`src/rtl/mem_port_arbiter.sv`:
```
//------------------------------------------------------------------------------
// Module   : mem_port_arbiter
// Brief    : Shares one memory port between icache refill and dcache
//            refill/writeback. Transfers are issued one at a time.
//            Define ARB_RR_EN for round-robin arbitration; without it the
//            dcache has fixed priority.
// Revision : 1.0 - initial release
//------------------------------------------------------------------------------
`default_nettype none

module mem_port_arbiter #(
    parameter int ADDR_W  = 32,
    parameter int LINE_W  = 128,
    parameter int TIMEOUT = 64
) (
    input  logic              clk,
    input  logic              reset_n,
    input  logic              ic_req,
    input  logic [ADDR_W-1:0] ic_addr,
    input  logic              ic_abort,
    output logic              ic_done,
    input  logic              dc_req,
    input  logic              dc_we,
    input  logic [ADDR_W-1:0] dc_addr,
    input  logic [LINE_W-1:0] dc_wdata,
    output logic              dc_done,
    output logic [LINE_W-1:0] rdata,
    output logic              err,
    output logic              mem_req,
    output logic              mem_we,
    output logic [ADDR_W-1:0] mem_addr,
    output logic [LINE_W-1:0] mem_wdata,
    input  logic              mem_ack,
    input  logic [LINE_W-1:0] mem_rdata
);

    localparam int CNT_W = (TIMEOUT > 2) ? $clog2(TIMEOUT) : 1;
    localparam logic [CNT_W-1:0] c_CNT_LAST = CNT_W'(TIMEOUT - 1);

    localparam logic [1:0] c_IDLE = 2'd0;
    localparam logic [1:0] c_BUSY = 2'd1;
    localparam logic [1:0] c_RESP = 2'd2;

    localparam logic [1:0] c_OWN_NONE = 2'd0;
    localparam logic [1:0] c_OWN_IC   = 2'd1;
    localparam logic [1:0] c_OWN_DC   = 2'd2;

    logic [1:0]        state_q, state_d;
    logic [1:0]        owner_q, owner_d;
    logic              aborted_q, aborted_d;
    logic [CNT_W-1:0]  cnt_q, cnt_d;
    logic              mem_req_q, mem_req_d;
    logic              mem_we_q, mem_we_d;
    logic [ADDR_W-1:0] mem_addr_q, mem_addr_d;
    logic [LINE_W-1:0] mem_wdata_q, mem_wdata_d;
    logic [LINE_W-1:0] rdata_q, rdata_d;
    logic              ic_done_q, ic_done_d;
    logic              dc_done_q, dc_done_d;
    logic              err_q, err_d;

    logic w_ic_pend, w_dc_pend, w_grant_dc, w_timeout, w_abort_now;

    assign w_ic_pend   = ic_req & ~ic_abort;
    assign w_dc_pend   = dc_req;
    assign w_timeout   = (cnt_q == c_CNT_LAST);
    assign w_abort_now = aborted_q | ((owner_q == c_OWN_IC) & ic_abort);

`ifdef ARB_RR_EN
    logic last_grant_q, last_grant_d;   // 1 = dcache was granted last

    assign w_grant_dc = w_dc_pend & (~w_ic_pend | ~last_grant_q);

    always_ff @(posedge clk or negedge reset_n) begin
        if (!reset_n) last_grant_q <= 1'b0;
        else          last_grant_q <= last_grant_d;
    end

    always_comb begin
        last_grant_d = last_grant_q;
        if (state_q == c_IDLE && (w_ic_pend || w_dc_pend))
            last_grant_d = w_grant_dc;
    end
`else
    assign w_grant_dc = w_dc_pend;
`endif

    always_ff @(posedge clk or negedge reset_n) begin
        if (!reset_n) state_q <= c_IDLE;
        else          state_q <= state_d;
    end

    always_comb begin
        state_d = state_q;
        case (state_q)
            c_IDLE:  if (w_ic_pend || w_dc_pend) state_d = c_BUSY;
            c_BUSY:  if (mem_ack || w_timeout)   state_d = c_RESP;
            c_RESP:  state_d = c_IDLE;
            default: state_d = c_IDLE;
        endcase
    end

    always_comb begin
        owner_d     = owner_q;
        aborted_d   = aborted_q;
        cnt_d       = cnt_q;
        mem_req_d   = mem_req_q;
        mem_we_d    = mem_we_q;
        mem_addr_d  = mem_addr_q;
        mem_wdata_d = mem_wdata_q;
        rdata_d     = rdata_q;
        ic_done_d   = 1'b0;
        dc_done_d   = 1'b0;
        err_d       = 1'b0;
        case (state_q)
            c_IDLE: begin
                if (w_ic_pend || w_dc_pend) begin
                    mem_req_d = 1'b1;
                    cnt_d     = '0;
                    aborted_d = 1'b0;
                    if (w_grant_dc) begin
                        owner_d     = c_OWN_DC;
                        mem_we_d    = dc_we;
                        mem_addr_d  = dc_addr;
                        mem_wdata_d = dc_wdata;
                    end else begin
                        owner_d     = c_OWN_IC;
                        mem_we_d    = 1'b0;
                        mem_addr_d  = ic_addr;
                        mem_wdata_d = '0;
                    end
                end
            end
            c_BUSY: begin
                cnt_d = cnt_q + CNT_W'(1);
                if (owner_q == c_OWN_IC && ic_abort) aborted_d = 1'b1;
                // Done is registered here so it appears in the RESP cycle;
                // an abort seen this cycle must already suppress it.
                if (mem_ack || w_timeout) begin
                    mem_req_d = 1'b0;
                    ic_done_d = (owner_q == c_OWN_IC) & ~w_abort_now;
                    dc_done_d = (owner_q == c_OWN_DC);
                    err_d     = ~mem_ack & ((owner_q == c_OWN_DC) | ~w_abort_now);
                    if (mem_ack) rdata_d = mem_rdata;
                end
            end
            c_RESP: begin
                owner_d   = c_OWN_NONE;
                aborted_d = 1'b0;
                cnt_d     = '0;
            end
            default: begin
                owner_d   = c_OWN_NONE;
                mem_req_d = 1'b0;
            end
        endcase
    end

    always_ff @(posedge clk or negedge reset_n) begin
        if (!reset_n) begin
            owner_q     <= c_OWN_NONE;
            aborted_q   <= 1'b0;
            cnt_q       <= '0;
            mem_req_q   <= 1'b0;
            mem_we_q    <= 1'b0;
            mem_addr_q  <= '0;
            mem_wdata_q <= '0;
            rdata_q     <= '0;
            ic_done_q   <= 1'b0;
            dc_done_q   <= 1'b0;
            err_q       <= 1'b0;
        end else begin
            owner_q     <= owner_d;
            aborted_q   <= aborted_d;
            cnt_q       <= cnt_d;
            mem_req_q   <= mem_req_d;
            mem_we_q    <= mem_we_d;
            mem_addr_q  <= mem_addr_d;
            mem_wdata_q <= mem_wdata_d;
            rdata_q     <= rdata_d;
            ic_done_q   <= ic_done_d;
            dc_done_q   <= dc_done_d;
            err_q       <= err_d;
        end
    end

    assign ic_done   = ic_done_q;
    assign dc_done   = dc_done_q;
    assign rdata     = rdata_q;
    assign err       = err_q;
    assign mem_req   = mem_req_q;
    assign mem_we    = mem_we_q;
    assign mem_addr  = mem_addr_q;
    assign mem_wdata = mem_wdata_q;

endmodule

`default_nettype wire

```
`config.mk`:
```
export PLATFORM = sky130hd
export DESIGN_NAME = mem_port_arbiter
export DESIGN_NICKNAME = d
export VERILOG_FILES = /design/src/rtl/mem_port_arbiter.sv
export SDC_FILE = /design/constraint.sdc
export NUM_CORES = 1
export LEC_CHECK = 0
export ABC_AREA = 1
export BUFFER_PORTS_ARGS = -buffer_cell sky130_fd_sc_hd__buf_2
export CAP_MARGIN = 40
export CORE_AREA = 4 4 240 242
export DETAILED_ROUTE_END_ITERATION = 10
export DIE_AREA = 0 0 244 246
export PLACE_DENSITY = 0.45
export SYNTH_ARGS = -nofsm -noshare
export SYNTH_HDL_FRONTEND = slang
export SYNTH_SLANG_ARGS = --single-unit
```
`constraint.sdc`:
```
create_clock -name clk -period 1.5 [get_ports clk]
set_input_delay 0.075 -clock clk [delete_from_list [all_inputs] [get_ports clk]]
set_output_delay 0.075 -clock clk [all_outputs]
set_load 0.005 [all_outputs]
```
==> flow_metrics.py, run 1 <==
metrics = {
    "clocking": {
        "cts_made_buffers": 38,
        "ctsHtreeMaxLevel": 2,
        "insertion_delay_ns": 0.55,
        "cts_tree": "done",
        "cts-root-buf": "clkbuf_16",
        "clk_pin_slew_ns": 0.06,
        "clockBufferDepth": 3,
        "cts_num_sinks": 304,
    },
    "sta": {
        "min_period_over_period": 0.9473,
        "setup_viol": 0,
        "whs_ns": 0.08432,
        "slew_headroom": 0.6175,
        "fmax_ghz": 0.7038,
        "finClkSkew_ns": 0.02024,
        "worst_pin_slew_ns": 0.5737,
        "report.final.slew_viol_count": 0,
        "post-route-min-period_ns": 1.421,
        "setup_tns_ns": 0,
        "final_hold_viol_count": 0,
        "grt_setup_unrepaired": "true",
    },
    "critical_path": {
        "cp_common_cell": "buf_12",
        "start_kind": "flip-flop",
        "max_stage_delay_ns": 0.44,
        "critPathCaptureType": "flip-flop",
        "timing.critical_path.fanout_max": 24,
        "worstPathRequired_ns": 1.97,
        "path_class": "flip-flop to flip-flop",
        "critPathTopFamily": "buffers and inverters",
        "cpMaxStageDelayCell": "dfrtp_1",
        "cp.arrival_ns": 1.89,
        "path_cells": "nor2_4, buf_12, buf_12, buf_12, nand3_1, nand2_1",
        "critPathBufInv": 3,
    },
    "floorplan": {
        "core_sq_um": 55090,
        "dieArea_sq_um": 60020,
        "die_y_microns": 246,
        "rows": 86,
        "start_util": 0.2253,
        "ioPinCount": 620,
        "die_w_microns": 244,
    },
    "yosys": {
        "ys.flop_type": "dfrtp_1",
        "synth_area_leader_cell": "dfrtp_1",
        "synthArstFlopShare": 1.000,
        "netlist_area_sq_um": 12410,
        "synthTopCellsByArea": "dfrtp_1 (61%), nand2_1 (23%), nand3_1 (11%)",
        "synthCells": 1447,
        "ys_ff_latch": 304,
        "synth_most_common_cell": "nand2_1",
        "synth-seq-area-share": 0.6130,
        "synthTopCellsByCount": "nand2_1 (744), dfrtp_1 (304), nand3_1 (264)",
        "synth_top_cell_area_share": 0.6130,
        "ys_types": 17,
        "synth_warnings": 0,
        "syn_area_per_cell_sq_um": 8.577,
        "synth_nets": 1775,
        "synth_edf_count": 0,
    },
    "drt": {
        "firstDrtPassIters": 5,
        "drtIter0Drc": 738,
        "drc": 0,
        "via_per_inst": 4.211,
        "drt_wl_total_microns": 49800,
        "num_vias": 13341,
        "wl_per_cell_microns": 15.72,
        "drtAntennaViolNets": 0,
    },
    "finish": {
        "nFillCells": 5718,
        "stdcell_area_sq_um": 21190,
        "drive_above_1_share": 0.3052,
        "syn_to_final_growth_pct": 70.73,
        "fin_cells": 3168,
        "fin_nets": 2720,
    },
    "global_route": {
        "track_usage": 0.1606,
        "antenna_found_initial": 1,
        "grt_max_degree": 123,
        "first_global_vias": 14144,
        "grt_overflow": 0,
        "grt_pass1_wl_microns": 78430,
    },
    "place": {
        "hpwl_microns": 34910,
        "io_buffer_count": 619,
        "dp_cells": 2769,
        "place_area_sq_um": 16660,
        "place.gp.congestion": 0.8542,
    },
    "job": {
        "maxCapViolations": 0,
    },
    "outcome": {
        "outcome": "finished clean",
    },
    "power_and_ir_drop": {
        "p_seq_frac": 0.379,
        "finalPower_uw": 36750,
        "ir_drop_uv": 820.0,
        "p_per_area_nw_per_um2": 1734,
        "leakage_uw": 0.01170,
        "swShare": 0.3675,
        "internal_power_uw": 23240,
        "pwr-share-clk": 0.241,
        "power_frac_comb": 0.380,
        "p_switching_uw": 13510,
    },
    "min_path": {
        "hold_class": "input pin to asynchronous set/reset pin",
    },
}
## layout by cell type (no fill, tap or decap), types with 4 or more instances in the layout
cell	n
buf_4	31
nor2_1	5
buf_12	23
dfrtp_1	303
dlygate4sd3_1	331
clkbuf_16	38
o21ai_0	4
clkbuf_8	7
a21oi_1	6
buf_2	616
clkbuf_1	12
nand2_1	741
inv_1	12
nand3_1	264
## flip-flops by register name (all words and copies together) (netlist names)
name / flops
mem_req: 1
rdata: 128
ic_done: 1
mem_wdata: 128
dc_done: 1
mem_addr: 32
state_q: 2
cnt_q: 6
mem_we: 1
owner_q: 2
err: 1
aborted_q: 1
## per-layer routing
layer,vias up,global-route usage,part of all wire
met1,6244,0.1873,0.40
met5,-,0,0
met4,0,0.06599,0.038
met3,109,0.04234,0.074
met2,520,0.2812,0.49
li1,6468,-,-
## repair_timing
action / 4_1_cts / 5_1_grt
setup buffers: 0 / 0
hold endpoints to repair: 599 / 0
setup endpoints to repair: 0 / 24
resized for setup: 0 / 5
hold buffers: 331 / 0
## worst paths after layout
check | startpoint | endpoint | slack (ns) | cells past startpoint
min in group clk | dc_req | aborted_q | 0.10 | 6
setup reg to reg | state_q[1] | rdata[62] | 0.08 | 6
hold reg to reg | rdata[48] | rdata[48] | 0.46 | 2
max in group asynchronous | reset_n | mem_addr[4] | 0.79 | 3
setup / recovery | state_q[1] | rdata[62] | 0.08 | 6
hold / removal | reset_n | rdata[6] | 0.08 | 2
## power groups by stage
stage | Clock (uW) | Sequential [uW] | Combinational [uW]
global route | 9540 | 14400 | 15700
finish | 8840 | 13900 | 14000
CTS | 9240 | 13900 | 14200
global placement | 0 | 13900 | 13400
detailed placement | 0 | 14000 | 13500
floorplan | 0 | 14200 | 5880
## stage by stage
step / setup WS, ns / utilization
after floorplan: 0.2919 / -
after global placement: 0.04169 / 0.3025
after detailed placement: 0.05026 / 0.3025
after CTS: 0.01087 / 0.3842
after global routing: -0.001900 / 0.3846
final: 0.07905 / 0.3846
## kinds of logic (layout without fill, tap and decap cells)
kind of cell / count (synthesis) / in the layout / synth area share
buffers and inverters: 113 / 1084 / 0.04547
AO/OA/AOI/OAI: 11 / 11 / 0.004436
other: 0 / 2 / 0
AND/OR/NAND/NOR: 1018 / 1018 / 0.3361
adder cells (fa/ha/maj): 1 / 1 / 0.001008
flip-flops: 304 / 304 / 0.6130
## layout make-up
cell class | count | area, sq um | area share
clock buffers | 57 | 1092 | 0.05155
repair buffers | 1003 | 7132 | 0.3366
clock inverters | 9 | 96.34 | 0.004547
multi-input cells | 1030 | 4263 | 0.2012
flip-flops and latches | 304 | 7609 | 0.3591
inverters | 15 | 56.30 | 0.002657
well taps | 748 | 935.9 | 0.04417
diodes | 2 | 5.005 | 0.0002362
No activity file was read; power rests on OpenSTA's default activity.
==> run 2: changes to the inputs <==
Settings changed: CORE_AREA 4 4 240 242 to 8 8 234 236, DIE_AREA 0 0 244 246 to 0 0 242 244, PLACE_DENSITY 0.45 to 0.5.
Clock period 1.5 ns to 1.25 ns, I/O delays scaled along.
==> flow_metrics.py, run 2 (same netlist as run 1, synthesis figures left out) <==
metrics = {
    "finish": {
        "drive_above_1_share": 0.3253,
        "syn_to_final_growth_pct": 74.16,
        "most-common-layout-cells": "nand2_1 (726), buf_2 (617), dlygate4sd3_1 (325), dfrtp_1 (303), nand3_1 (259)",
        "fin_nets": 2751,
        "final_common_cell": "nand2_1",
    },
    "place": {
        "hpwl_microns": 36630,
        "place.gp.congestion": 0.9219,
        "dp_worst_setup_slack_ns": -0.1218,
        "io_buffer_count": 619,
    },
    "drt": {
        "drtAntennaViolNets": 0,
        "drt_wl_total_microns": 52180,
        "via_per_inst": 4.368,
        "wl_per_cell_microns": 16.68,
        "num_vias": 13667,
        "firstDrtPassIters": 5,
        "drtIter0Drc": 633,
        "drc": 0,
    },
    "floorplan": {
        "ioPinCount": 620,
        "start_util": 0.2439,
        "core_sq_um": 50890,
        "dieArea_sq_um": 59050,
        "die_y_microns": 244,
        "die_w_microns": 242,
        "rows": 83,
    },
    "clocking": {
        "cts_tree": "done",
        "cts_num_sinks": 304,
        "clk_pin_slew_ns": 0.06,
        "ctsHtreeMaxLevel": 2,
        "cts_made_buffers": 36,
        "clockBufferDepth": 3,
        "insertion_delay_ns": 0.53,
        "cts-root-buf": "clkbuf_16",
    },
    "sta": {
        "grt_setup_unrepaired": "true",
        "setup_tns_ns": -17.28,
        "final_critical_path_setup_slack_ns": -0.1048,
        "fmax_ghz": 0.7381,
        "slew_headroom": 0.7007,
        "whs_ns": 0.06516,
        "setup_viol": 281,
        "finClkSkew_ns": 0.008619,
        "final_hold_viol_count": 0,
        "report.final.slew_viol_count": 0,
        "worst_pin_slew_ns": 0.4490,
        "min_period_over_period": 1.084,
        "post-route-min-period_ns": 1.355,
    },
    "global_route": {
        "first_global_vias": 14113,
        "grt_overflow": 0,
        "antenna_found_initial": 1,
        "grt_pass1_wl_microns": 79620,
        "track_usage": 0.1646,
        "grt_max_degree": 79,
    },
    "critical_path": {
        "path_class": "flip-flop to flip-flop",
        "cp.arrival_ns": 1.77,
        "critPathCaptureType": "flip-flop",
        "worstPathRequired_ns": 1.66,
        "worstRegToRegCells": 7,
        "start_kind": "flip-flop",
        "timing.critical_path.fanout_max": 36,
    },
    "min_path": {
        "hold_class": "input pin to asynchronous set/reset pin",
    },
    "power_and_ir_drop": {
        "p_per_area_nw_per_um2": 2115,
        "ir_drop_uv": 998.1,
        "leakage_uw": 0.01196,
    },
    "outcome": {
        "violations": "negative setup slack",
        "outcome": "finished, violations left",
    },
    "job": {
        "maxCapViolations": 0,
    },
}
run 2: cell types whose count changed in the layout (fill, tap and decap cells not counted), sizes merged:
cell | before | now
bufinv | 1 | 0
nand2 | 744 | 745
clkinv | 6 | 5
buf | 672 | 702
dlygate4sd3 | 331 | 325
inv | 17 | 18
clkbuf | 57 | 62
run 2: layout make-up:
| class | count | area (sq um) |
|---|---|---|
| timing repair buffer | 1035 | 7615 |
| multi-input combinational | 1031 | 4354 |
| sequential | 304 | 7609 |
| fill | 4960 | 29270 |
| clock inverter | 8 | 55.05 |
| clock buffer | 54 | 1070 |
| tap | 680 | 850.8 |
| inverter | 15 | 56.30 |
| antenna | 2 | 5.005 |
run 2: final timing paths:
path	start	end	slack, ns
hold / removal	reset_n	rdata[18]	0.07
hold reg to reg	mem_wdata[22]	mem_wdata[22]	0.46
min in group clk	dc_req	mem_wdata[114]	0.09
setup reg to reg	state_q[0]	rdata[57]	-0.10
max in group asynchronous	reset_n	mem_addr[27]	0.54
setup / recovery	state_q[0]	rdata[57]	-0.10
run 2: metrics by stage:
stage          cells  total power [uW]  instance area (sq um)  utilization
3_3_place_gp    2723             33690                  16790       0.3300
5_1_grt         3128             49020                  21610       0.4247
2_1_floorplan   1447             24120                  12410            -
4_1_cts         3114             45280                  21240       0.4175
3_5_place_dp    2723             33880                  16790       0.3300
6_report        3129             45720                  21610       0.4248
run 2: repair_timing:
| action | 4_1_cts | 5_1_grt |
|---|---|---|
| hold endpoints to repair | 597 | 0 |
| resized for setup | 12 | 31 |
| hold buffers | 325 | 0 |
| buffers inserted | 4 | 4 |
| gates cloned | 0 | 9 |
| pin swaps | 3 | 5 |
| setup endpoints to repair | 293 | 301 |
run 2: power by group:
group          internal (uW)  switching (uW)
clock                   5920            4090
combinational           8660           10100
sequential             14300            2670
total                  28900           16800
run 2: worst max-delay path, cell delays in order, from the launching register on:
cell     delay, ns
dfrtp_1       0.41
inv_2         0.07
nor2_4        0.12
buf_12        0.15
nand2_8       0.10
buf_12        0.21
nand2_1       0.09
nand2_1       0.06
run 2: per-layer routing:
metal | GRT usage | vias to the layer above | wire [microns]
met5 | 0 | - | 0
met4 | 0.06279 | 0 | 1812
met3 | 0.05167 | 94 | 4154
met2 | 0.2804 | 574 | 25710
met1 | 0.1932 | 6465 | 20500
li1 | - | 6534 | -
